<file path="config.mk">
export PLATFORM = sky130hd
export DESIGN_NAME = rf_write_arbiter
export DESIGN_NICKNAME = d
export VERILOG_FILES = /design/src/rtl/rfw_pkg.sv /design/src/rtl/rfw_queue.sv /design/src/rtl/rf_write_arbiter.sv
export SDC_FILE = /design/constraint.sdc
export NUM_CORES = 1
export LEC_CHECK = 0
export ABC_CLOCK_PERIOD_IN_PS = 3300
export BUFFER_PORTS_ARGS = -buffer_cell sky130_fd_sc_hd__buf_2
export CELL_PAD_IN_SITES_DETAIL_PLACEMENT = 1
export CELL_PAD_IN_SITES_GLOBAL_PLACEMENT = 2
export CORE_MARGIN = 2
export CORE_UTILIZATION = 35
export DETAILED_ROUTE_END_ITERATION = 7
export GPL_TIMING_DRIVEN = 0
export PLACE_DENSITY = 0.8
export SETUP_SLACK_MARGIN = 0.4
export SKIP_LAST_GASP = 1
export SYNTH_ARGS = -nofsm -noshare
export SYNTH_HDL_FRONTEND = slang
export SYNTH_HIERARCHICAL = 1
export SYNTH_SLANG_ARGS = --single-unit
</file>
<file path="constraint.sdc">
create_clock -name clk -period 3.3 [get_ports clk]
set_input_delay 0.495 -clock clk [delete_from_list [all_inputs] [get_ports clk]]
set_output_delay 0.495 -clock clk [all_outputs]
set_load 0.03 [all_outputs]
</file>
<file path="src/rtl/rfw_pkg.sv">
// Shared types and constants for the register-file write arbiter.
package rfw_pkg;

  localparam int REG_ADDR_W = 5;
  localparam int DATA_W     = 32;
  localparam int NUM_REGS   = 32;

  typedef struct packed {
    logic                  live;
    logic [REG_ADDR_W-1:0] rd;
    logic [DATA_W-1:0]     data;
  } rfw_entry_t;

  typedef enum logic [2:0] {
    WIN_IDLE   = 3'd0,
    WIN_DRAIN  = 3'd1,
    WIN_ALU    = 3'd2,
    WIN_HEAD   = 3'd3,
    WIN_BYPASS = 3'd4
  } rfw_win_e;

  function automatic logic [NUM_REGS-1:0] rd_onehot(input logic [REG_ADDR_W-1:0] rd);
    rd_onehot = {{(NUM_REGS-1){1'b0}}, 1'b1} << rd;
  endfunction

endpackage

</file>
<file path="src/rtl/rfw_queue.sv">
// Load-result FIFO with broadcast kill of matching destinations.
// With RFW_PENDING_EN defined it also exports the set of live destinations.
module rfw_queue
  import rfw_pkg::*;
#(
  parameter int DEPTH = 4
) (
  input  logic                  clk,
  input  logic                  rst_n,
  input  logic                  i_push,
  input  rfw_entry_t            i_entry,
  input  logic                  i_pop,
  input  logic                  i_kill_en,
  input  logic [REG_ADDR_W-1:0] i_kill_rd,
  output rfw_entry_t            o_head,
  output logic                  o_full,
  output logic                  o_empty
`ifdef RFW_PENDING_EN
  ,
  output logic [NUM_REGS-1:0]   o_live_mask
`endif
);

  localparam int IDX_W = $clog2(DEPTH);
  localparam int PTR_W = IDX_W + 1;

  rfw_entry_t       r_mem [DEPTH];
  logic [PTR_W-1:0] r_wr_ptr;
  logic [PTR_W-1:0] r_rd_ptr;
  logic [IDX_W-1:0] w_wr_idx;
  logic [IDX_W-1:0] w_rd_idx;
  logic             w_do_push;
  logic             w_do_pop;

  assign w_wr_idx  = r_wr_ptr[IDX_W-1:0];
  assign w_rd_idx  = r_rd_ptr[IDX_W-1:0];
  assign o_empty   = (r_wr_ptr == r_rd_ptr);
  assign o_full    = (r_wr_ptr[IDX_W] != r_rd_ptr[IDX_W]) && (w_wr_idx == w_rd_idx);
  assign o_head    = r_mem[w_rd_idx];
  assign w_do_push = i_push && !o_full;
  assign w_do_pop  = i_pop && !o_empty;

  // Storage and pointers; a popped slot is marked dead so live implies occupied.
  always_ff @(posedge clk or negedge rst_n) begin
    if (!rst_n) begin
      r_wr_ptr <= {PTR_W{1'b0}};
      r_rd_ptr <= {PTR_W{1'b0}};
      for (int i = 0; i < DEPTH; i++) begin
        r_mem[i] <= '0;
      end
    end else begin
      for (int i = 0; i < DEPTH; i++) begin
        if (i_kill_en && (r_mem[i].rd == i_kill_rd)) begin
          r_mem[i].live <= 1'b0;
        end
      end
      if (w_do_pop) begin
        r_mem[w_rd_idx].live <= 1'b0;
        r_rd_ptr             <= r_rd_ptr + PTR_W'(1);
      end
      if (w_do_push) begin
        r_mem[w_wr_idx] <= i_entry;
        r_wr_ptr        <= r_wr_ptr + PTR_W'(1);
      end
    end
  end

`ifdef RFW_PENDING_EN
  // OR of the destinations of every live slot.
  always_comb begin
    o_live_mask = {NUM_REGS{1'b0}};
    for (int i = 0; i < DEPTH; i++) begin
      o_live_mask = o_live_mask |
                    (r_mem[i].live ? rd_onehot(r_mem[i].rd) : {NUM_REGS{1'b0}});
    end
  end
`endif

endmodule

</file>
<file path="src/rtl/rf_write_arbiter.sv">
// Register-file write-port arbiter: ALU priority, queued loads, starvation drain
// and write-after-write cancellation. Optional macro RFW_PENDING_EN adds `pending`.
module rf_write_arbiter
  import rfw_pkg::*;
#(
  parameter int DEPTH      = 4,
  parameter int STARVE_MAX = 4
) (
  input  logic                  clk,
  input  logic                  rst_n,
  input  logic                  alu_valid,
  input  logic [REG_ADDR_W-1:0] alu_rd,
  input  logic [DATA_W-1:0]     alu_data,
  output logic                  alu_stall,
  input  logic                  ld_valid,
  output logic                  ld_ready,
  input  logic [REG_ADDR_W-1:0] ld_rd,
  input  logic [DATA_W-1:0]     ld_data,
  output logic                  reg_write,
  output logic [REG_ADDR_W-1:0] write_reg,
  output logic [DATA_W-1:0]     write_data
`ifdef RFW_PENDING_EN
  ,
  output logic [NUM_REGS-1:0]   pending
`endif
);

  localparam int CNT_W = (STARVE_MAX < 1) ? 1 : $clog2(STARVE_MAX + 1);

  logic [CNT_W-1:0]      r_starve;
  logic [CNT_W-1:0]      w_starve_nxt;
  logic                  r_reg_write;
  logic [REG_ADDR_W-1:0] r_write_reg;
  logic [DATA_W-1:0]     r_write_data;

  rfw_win_e              w_win;
  rfw_entry_t            w_head;
  rfw_entry_t            w_push_entry;
  logic                  w_q_full;
  logic                  w_q_empty;
  logic                  w_force;
  logic                  w_ld_fire;
  logic                  w_alu_accept;
  logic                  w_kill_en;
  logic                  w_push;
  logic                  w_pop;
  logic                  w_win_live;
  logic [REG_ADDR_W-1:0] w_win_rd;
  logic [DATA_W-1:0]     w_win_data;
  logic                  w_write_nxt;
`ifdef RFW_PENDING_EN
  logic [NUM_REGS-1:0]   w_live_mask;
`endif

  assign ld_ready     = !w_q_full;
  assign w_ld_fire    = ld_valid && !w_q_full;
  assign w_force      = !w_q_empty && (r_starve == CNT_W'(STARVE_MAX));
  assign alu_stall    = (w_win == WIN_DRAIN) && alu_valid;
  assign w_alu_accept = (w_win == WIN_ALU);
  assign w_kill_en    = w_alu_accept && (alu_rd != {REG_ADDR_W{1'b0}});
  // Loads that bypass, target x0, or tie with the accepted ALU rd never enter the queue.
  assign w_push       = w_ld_fire && (w_win != WIN_BYPASS) &&
                        (ld_rd != {REG_ADDR_W{1'b0}}) &&
                        !(w_alu_accept && (alu_rd == ld_rd));
  assign w_push_entry = '{live: 1'b1, rd: ld_rd, data: ld_data};
  assign w_write_nxt  = w_win_live && (w_win_rd != {REG_ADDR_W{1'b0}});

  assign reg_write    = r_reg_write;
  assign write_reg    = r_write_reg;
  assign write_data   = r_write_data;

  // Winner selection in fixed priority order.
  always_comb begin
    w_win = WIN_IDLE;
    if (w_force) begin
      w_win = WIN_DRAIN;
    end else if (alu_valid) begin
      w_win = WIN_ALU;
    end else if (!w_q_empty) begin
      w_win = WIN_HEAD;
    end else if (w_ld_fire) begin
      w_win = WIN_BYPASS;
    end else begin
      w_win = WIN_IDLE;
    end
  end

  // Winning write, queue pop and next starvation count.
  always_comb begin
    w_win_live   = 1'b0;
    w_win_rd     = {REG_ADDR_W{1'b0}};
    w_win_data   = {DATA_W{1'b0}};
    w_pop        = 1'b0;
    w_starve_nxt = {CNT_W{1'b0}};
    case (w_win)
      WIN_DRAIN, WIN_HEAD: begin
        w_win_live = w_head.live;
        w_win_rd   = w_head.rd;
        w_win_data = w_head.data;
        w_pop      = 1'b1;
      end
      WIN_ALU: begin
        w_win_live   = 1'b1;
        w_win_rd     = alu_rd;
        w_win_data   = alu_data;
        w_starve_nxt = w_q_empty ? {CNT_W{1'b0}} : (r_starve + CNT_W'(1));
      end
      WIN_BYPASS: begin
        w_win_live = 1'b1;
        w_win_rd   = ld_rd;
        w_win_data = ld_data;
      end
      default: begin
        w_win_live = 1'b0;
      end
    endcase
  end

  // Starvation counter and registered write port.
  always_ff @(posedge clk or negedge rst_n) begin
    if (!rst_n) begin
      r_starve     <= {CNT_W{1'b0}};
      r_reg_write  <= 1'b0;
      r_write_reg  <= {REG_ADDR_W{1'b0}};
      r_write_data <= {DATA_W{1'b0}};
    end else begin
      r_starve    <= w_starve_nxt;
      r_reg_write <= w_write_nxt;
      if (w_write_nxt) begin
        r_write_reg  <= w_win_rd;
        r_write_data <= w_win_data;
      end
    end
  end

  rfw_queue #(
    .DEPTH (DEPTH)
  ) u_queue (
    .clk       (clk),
    .rst_n     (rst_n),
    .i_push    (w_push),
    .i_entry   (w_push_entry),
    .i_pop     (w_pop),
    .i_kill_en (w_kill_en),
    .i_kill_rd (alu_rd),
    .o_head    (w_head),
    .o_full    (w_q_full),
    .o_empty   (w_q_empty)
`ifdef RFW_PENDING_EN
    ,
    .o_live_mask (w_live_mask)
`endif
  );

`ifdef RFW_PENDING_EN
  assign pending = w_live_mask;
`endif

endmodule

</file>
==> qor.txt, run 1 <==
Avg Inst Size Synth -> 14.4 um2
# nets final -> 933
First-pass DRT Iterations -> 7
Place WS -> -707 ps
Worst R2R Path Depth -> 12
cell area after layout -> 0.0119 mm2
met2 Resource Use GR -> 30.9%
WL final -> 26,800 um
R2R setup slack -> 420 ps
GPL Wtd Cong -> 0.763
H-Tree Depth -> 4
critical path peak fanout -> 10
first-pass GRT wire length -> 40,300 um
Synth Area in Compound Gates -> 6.36%
Placeable Area -> 0.0269 mm2
leading area contributor after synthesis -> dfrtp_1
DR vias/cell -> 5.33
share of the synthesized area in the top cell type -> 52.2%
synthesis-to-layout area growth -> 25.1%
Top FF cell, synth -> dfrtp_1
Post-route DRC -> 0
cts bufs inserted -> 17
die height -> 169 um
endpoints failing hold -> 0
DP Area -> 0.0106 mm2
worst-case clock buffer depth -> 2
clock slew at reported path FFs -> 80 ps
GR Util met3 -> 3.76%
dominant cells by area after synthesis -> dfrtp_1 52%, mux2_2 17%, mux4_2 9.0%, a222oi_1 3.7%, mux2i_1 3.5%
startpoint types -> flip-flop
Hold/Removal Path Class -> input pin to asynchronous set/reset pin
post-synthesis mux area share -> 30.2%
antenna viol nets, final -> 0
Iteration-0 DRC Markers -> 437
Period minus WS final -> 2880 ps
grt ovf -> 0
xor/xnor share of the synthesized area -> 3.03%
Distinct cells, synth -> 41
PortBufs -> 117
Die W -> 169 um
commonest cells in the netlist -> 199 x dfrtp_1, 148 x mux2_2, 44 x inv_1
FP Rows -> 60
max reg flops -> 152
vias in the first global route -> 6,881
Synth Register Bits -> 199
RR Startpoint -> u_queue/r_wr_ptr[2]
final setup vio count -> 0
post-DP HPWL -> 16,800 um
Slew Limit Fails -> 0
post-synthesis simple-gate area fraction -> 2.18%
vias post-DR -> 6,396
Starting Density -> 35.5%
most frequent cell after synthesis -> dfrtp_1
busiest grt layer -> met2
die footprint -> 0.0286 mm2
adder-cell share of the synthesized area -> 1.31%
skew final -> 12.6 ps
sequential area share after synthesis -> 52.2%
RSZ-0062 raised after global routing -> yes
CP Data Required Time -> 3610 ps
synthesized area -> 0.00953 mm2
PnR worst setup slack -> 417 ps
# clock sinks -> 199
Yosys warnings -> 6
status -> complete, no violations
met1 usage -> 25.0%
CP Class -> flip-flop to flip-flop
Avg WL per Cell -> 22.3 um
largest family of logic cells by synthesized area -> multiplexers
WP data arrival -> 3190 ps
CP Capture Type -> flip-flop
share of cells above drive strength 1 -> 51.9%
Peak VDD IR -> 0.576 mV
worst rel slew slack -> 37.9%
clock root buffer -> clkbuf_16
Max Cap Viol -> 0
EDFF count, synth -> 0
Synth async-reset ratio -> 100%
CTS tree -> done
Gate Count Post-Synth -> 660
Pleak -> 5.28 nW
GRT Total Usage -> 18.7%
initial antenna violation count -> 2
Max Clk Rate -> 0.347 GHz
Cell Pwr Density -> 1130 mW/mm2
Clk Latency, worst-skew pair -> 440 ps
final worst path period share -> 87.4%
worst flop-to-flop path endpoint -> write_data[0]
Slew @ Worst Pin -> 932 ps
I/O pins -> 118
hold-fix buffers at CTS -> 0
largest net degree at the start of global routing -> 108
[critical path, stage by stage (launching register included)]
cell and delay [ps]:
dfrtp_2 480, xnor2_1 460, nor2_4 110, and4bb_1 380
buf_6 200, a222oi_1 90, buf_4 160, and2_4 150
a21o_1 210, buf_4 150, clkbuf_16 130, buf_4 120
mux2i_1 100
[final cells by class]
cell class / count / area [um2]
inverter: 45 / 169
multi-input combinational: 378 / 4290
tap: 341 / 427
buffer: 41 / 405
sequential: 199 / 4990
fill: 2811 / 15000
clock buffer: 18 / 429
antenna: 1 / 2.50
clock inverter: 14 / 158
timing repair buffer: 163 / 1050
[logic make-up after synthesis]
group                    Yosys count
XOR/XNOR                          33
multiplexers                     221
AO/OA/AOI/OAI                     70
adder cells (fa/ha/maj)           10
AND/OR/NAND/NOR                   40
flip-flops                       199
other                              1
buffers and inverters             86
[metrics by stage]
| step | cells | total power [W] | util, % | hold WS [ps] | TNS [ps] |
|---|---|---|---|---|---|
| floorplan | 663 | 0.00859 | - | 199 | 0 |
| global placement | 1121 | 0.00997 | 39.3 | 463 | -418930 |
| detailed placement | 1122 | 0.0102 | 39.4 | 490 | -83620 |
| CTS | 1176 | 0.0129 | 43.1 | 150 | 0 |
| global route | 1199 | 0.0142 | 44.4 | 148 | 0 |
| finish | 1200 | 0.0135 | 44.4 | 84.8 | 0 |
[report_power, final]
| part | switching [W] | internal [W] | total, W |
|---|---|---|---|
| logic | 0.00329 | 0.00365 | 0.00694 |
| clock network | 0.00103 | 0.00108 | 0.00211 |
| registers | 0.000734 | 0.00370 | 0.00443 |
[worst max path at each step]
stage                   startpoint  slack (ps)  cells after the start           endpoint
2_1_floorplan  u_queue/r_rd_ptr[1]         450                     10     write_data[10]
3_3_place_gp                 rst_n       -1770                      1        r_starve[2]
3_5_place_dp   u_queue/r_rd_ptr[1]        -710                     14  u_queue/r_mem[99]
4_1_cts        u_queue/r_rd_ptr[1]         410                     10     write_data[20]
5_1_grt        u_queue/r_rd_ptr[1]         300                     14     write_data[22]
6_report       u_queue/r_wr_ptr[2]         420                     12      write_data[0]
[placed cells by master (no fill, tap or decap), types with 3 or more instances in the layout]
master	n
ha_1	10
nor4_1	4
dfrtp_1	193
o22ai_1	4
xor2_1	20
clkbuf_16	21
dfrtp_2	6
conb_1	4
a31oi_4	4
and3_1	3
inv_6	3
buf_6	16
xnor2_1	10
a21oi_1	8
clkbuf_1	5
nor2_1	6
clkinvlp_4	3
buf_12	8
inv_8	4
nand2_1	4
a32o_1	4
mux2_2	148
nand2_2	4
nand3_1	5
a222oi_1	35
o21ai_0	4
mux4_2	38
buf_2	124
mux2i_1	32
buf_4	44
inv_1	44
[layer usage]
metal	wire length, um	vias up
li1	-	2830
met2	13000	158
met1	11900	3380
met3	1310	26
met5	11	-
met4	488	2
[timing repair]
| item | in CTS | in global routing |
|---|---|---|
| setup buffers | 22 | 19 |
| pin swaps | 6 | 11 |
| gates resized for setup | 59 | 18 |
| gates cloned | 0 | 4 |
| setup endpoints to repair | 194 | 185 |
Note: power is estimated with default switching activity, not from simulation.
==> run 2, diff against run 1 <==
- CTS_BUF_LIST: not set -> sky130_fd_sc_hd__clkbuf_16
==> qor.txt, run 2 (synthesized netlist as in run 1, its figures left out) <==
CP Data Required Time -> 3610 ps
Cell Pwr Density -> 1130 mW/mm2
commonest non-fill, non-tap cell in the layout -> dfrtp_1
Iteration-0 DRC Markers -> 437
DR vias/cell -> 5.33
Worst R2R Path Depth -> 12
cts bufs inserted -> 17
WP data arrival -> 3190 ps
worst flop-to-flop path endpoint -> write_data[0]
worst rel slew slack -> 37.9%
Starting Density -> 35.5%
vias post-DR -> 6,394
Period minus WS final -> 2880 ps
RSZ-0062 raised after global routing -> yes
final worst path period share -> 87.4%
startpoint types -> flip-flop
cell mode on critical path -> buf_4
CP Class -> flip-flop to flip-flop
die height -> 169 um
Cell Chain, Critical Path -> xnor2_1 > nor2_4 > and4bb_1 > buf_6 > a222oi_1 > buf_4 > and2_4 > a21o_1 > buf_4 > clkbuf_16 > buf_4 > mux2i_1
worst-case clock buffer depth -> 2
max reg flops -> 152
Slew @ Worst Pin -> 932 ps
Max Clk Rate -> 0.347 GHz
grt ovf -> 0
FP Rows -> 60
clock slew at reported path FFs -> 80 ps
H-Tree Depth -> 4
PortBufs -> 117
antenna viol nets, final -> 0
GPL Wtd Cong -> 0.763
WL final -> 26,800 um
die footprint -> 0.0286 mm2
synthesis-to-layout area growth -> 25.1%
highest-count cells in the layout ignoring fill and taps -> 193 x dfrtp_1, 148 x mux2_2, 124 x buf_2
Peak VDD IR -> 0.576 mV
endpoints failing hold -> 0
Critical Path Start -> u_queue/r_wr_ptr[2]
CP Capture Type -> flip-flop
initial antenna violation count -> 2
CTS tree -> done
Hold/Removal Path Class -> input pin to asynchronous set/reset pin
Die W -> 169 um
CP peak stage delay -> 480 ps
R2R setup slack -> 420 ps
final setup vio count -> 0
skew final -> 12.6 ps
RR Startpoint -> u_queue/r_wr_ptr[2]
Pleak -> 5.28 nW
largest net degree at the start of global routing -> 108
cell area after layout -> 0.0119 mm2
share of cells above drive strength 1 -> 51.9%
Slew Limit Fails -> 0
# nets final -> 933
DP Area -> 0.0106 mm2
post-DP HPWL -> 16,800 um
GRT Total Usage -> 18.7%
critical path peak fanout -> 10
clock root buffer -> clkbuf_16
vias in the first global route -> 6,881
First-pass DRT Iterations -> 7
status -> complete, no violations
placed cell count -> 1,122
I/O pins -> 118
post-route insts no fill -> 1,200
first-pass GRT wire length -> 40,300 um
Crit-path slowest cell -> dfrtp_2
Avg WL per Cell -> 22.3 um
Placeable Area -> 0.0269 mm2
Util after Layout -> 44.4%
Clk Latency, worst-skew pair -> 440 ps
Fill cells -> 2,811
Post-route DRC -> 0
# clock sinks -> 199
Max Cap Viol -> 0
==> run 2: timing repair <==
item                                   in CTS  in global routing
endpoints found under the hold margin       0                  0
hold buffers                                0                  0
cloned                                      0                  4
setup endpoints to repair                 194                185
pin swaps                                   6                 11
buffers inserted                           22                 19
gates resized for setup                    59                 18
==> run 2: per-layer routing <==
layer	share of wire, %	global-route usage [%]
met5	0.041	0
met2	49	30.9
met1	45	25.0
met4	1.8	5.28
met3	4.9	3.76
==> run 2: report_power, final <==
group | internal [W] | total, W | switching (W) | leakage [nW]
registers | 0.00370 | 0.00443 | 0.000734 | 2.40
logic | 0.00365 | 0.00694 | 0.00329 | 2.60
clock network | 0.00108 | 0.00211 | 0.00103 | 0.282
total | 0.00842 | 0.0135 | 0.00505 | 5.28
==> run 2: worst max path at each step <==
stage	to	slack, ps	depth (start not counted)
after floorplan	write_data[10]	450	10
after global placement	r_starve[2]	-1770	1
after detailed placement	u_queue/r_mem[99]	-710	14
after CTS	write_data[20]	410	10
after global routing	write_data[22]	300	14
final	write_data[0]	420	12
==> run 2: metrics by stage <==
step	worst slack (ps)	setup TNS (ps)	power [W]	hold WS, ps
2_1_floorplan	450	0	0.00859	199
3_3_place_gp	-1770	-418930	0.00997	463
3_5_place_dp	-707	-83620	0.0102	490
4_1_cts	410	0	0.0128	150
5_1_grt	298	0	0.0142	148
6_report	416	0	0.0135	84.8
==> run 2: layout make-up <==
type	count	area, um2	area share [%]
antenna	1	2.50	0.0210
buffer	41	405	3.40
clock buffer	17	425	3.57
clock inverter	15	161	1.35
inverter	45	169	1.42
multi-input combinational	378	4290	36.0
sequential	199	4990	41.8
tap	341	427	3.58
timing repair buffer	163	1050	8.85
==> run 2: worst max-delay path, delay by kind of cell (launching register included) <==
family	cells	cell delay, ps
XOR/XNOR	1	460
buffers and inverters	5	760
AND/OR/NAND/NOR	3	640
AO/OA/AOI/OAI	2	300
flip-flops	1	480
multiplexers	1	100
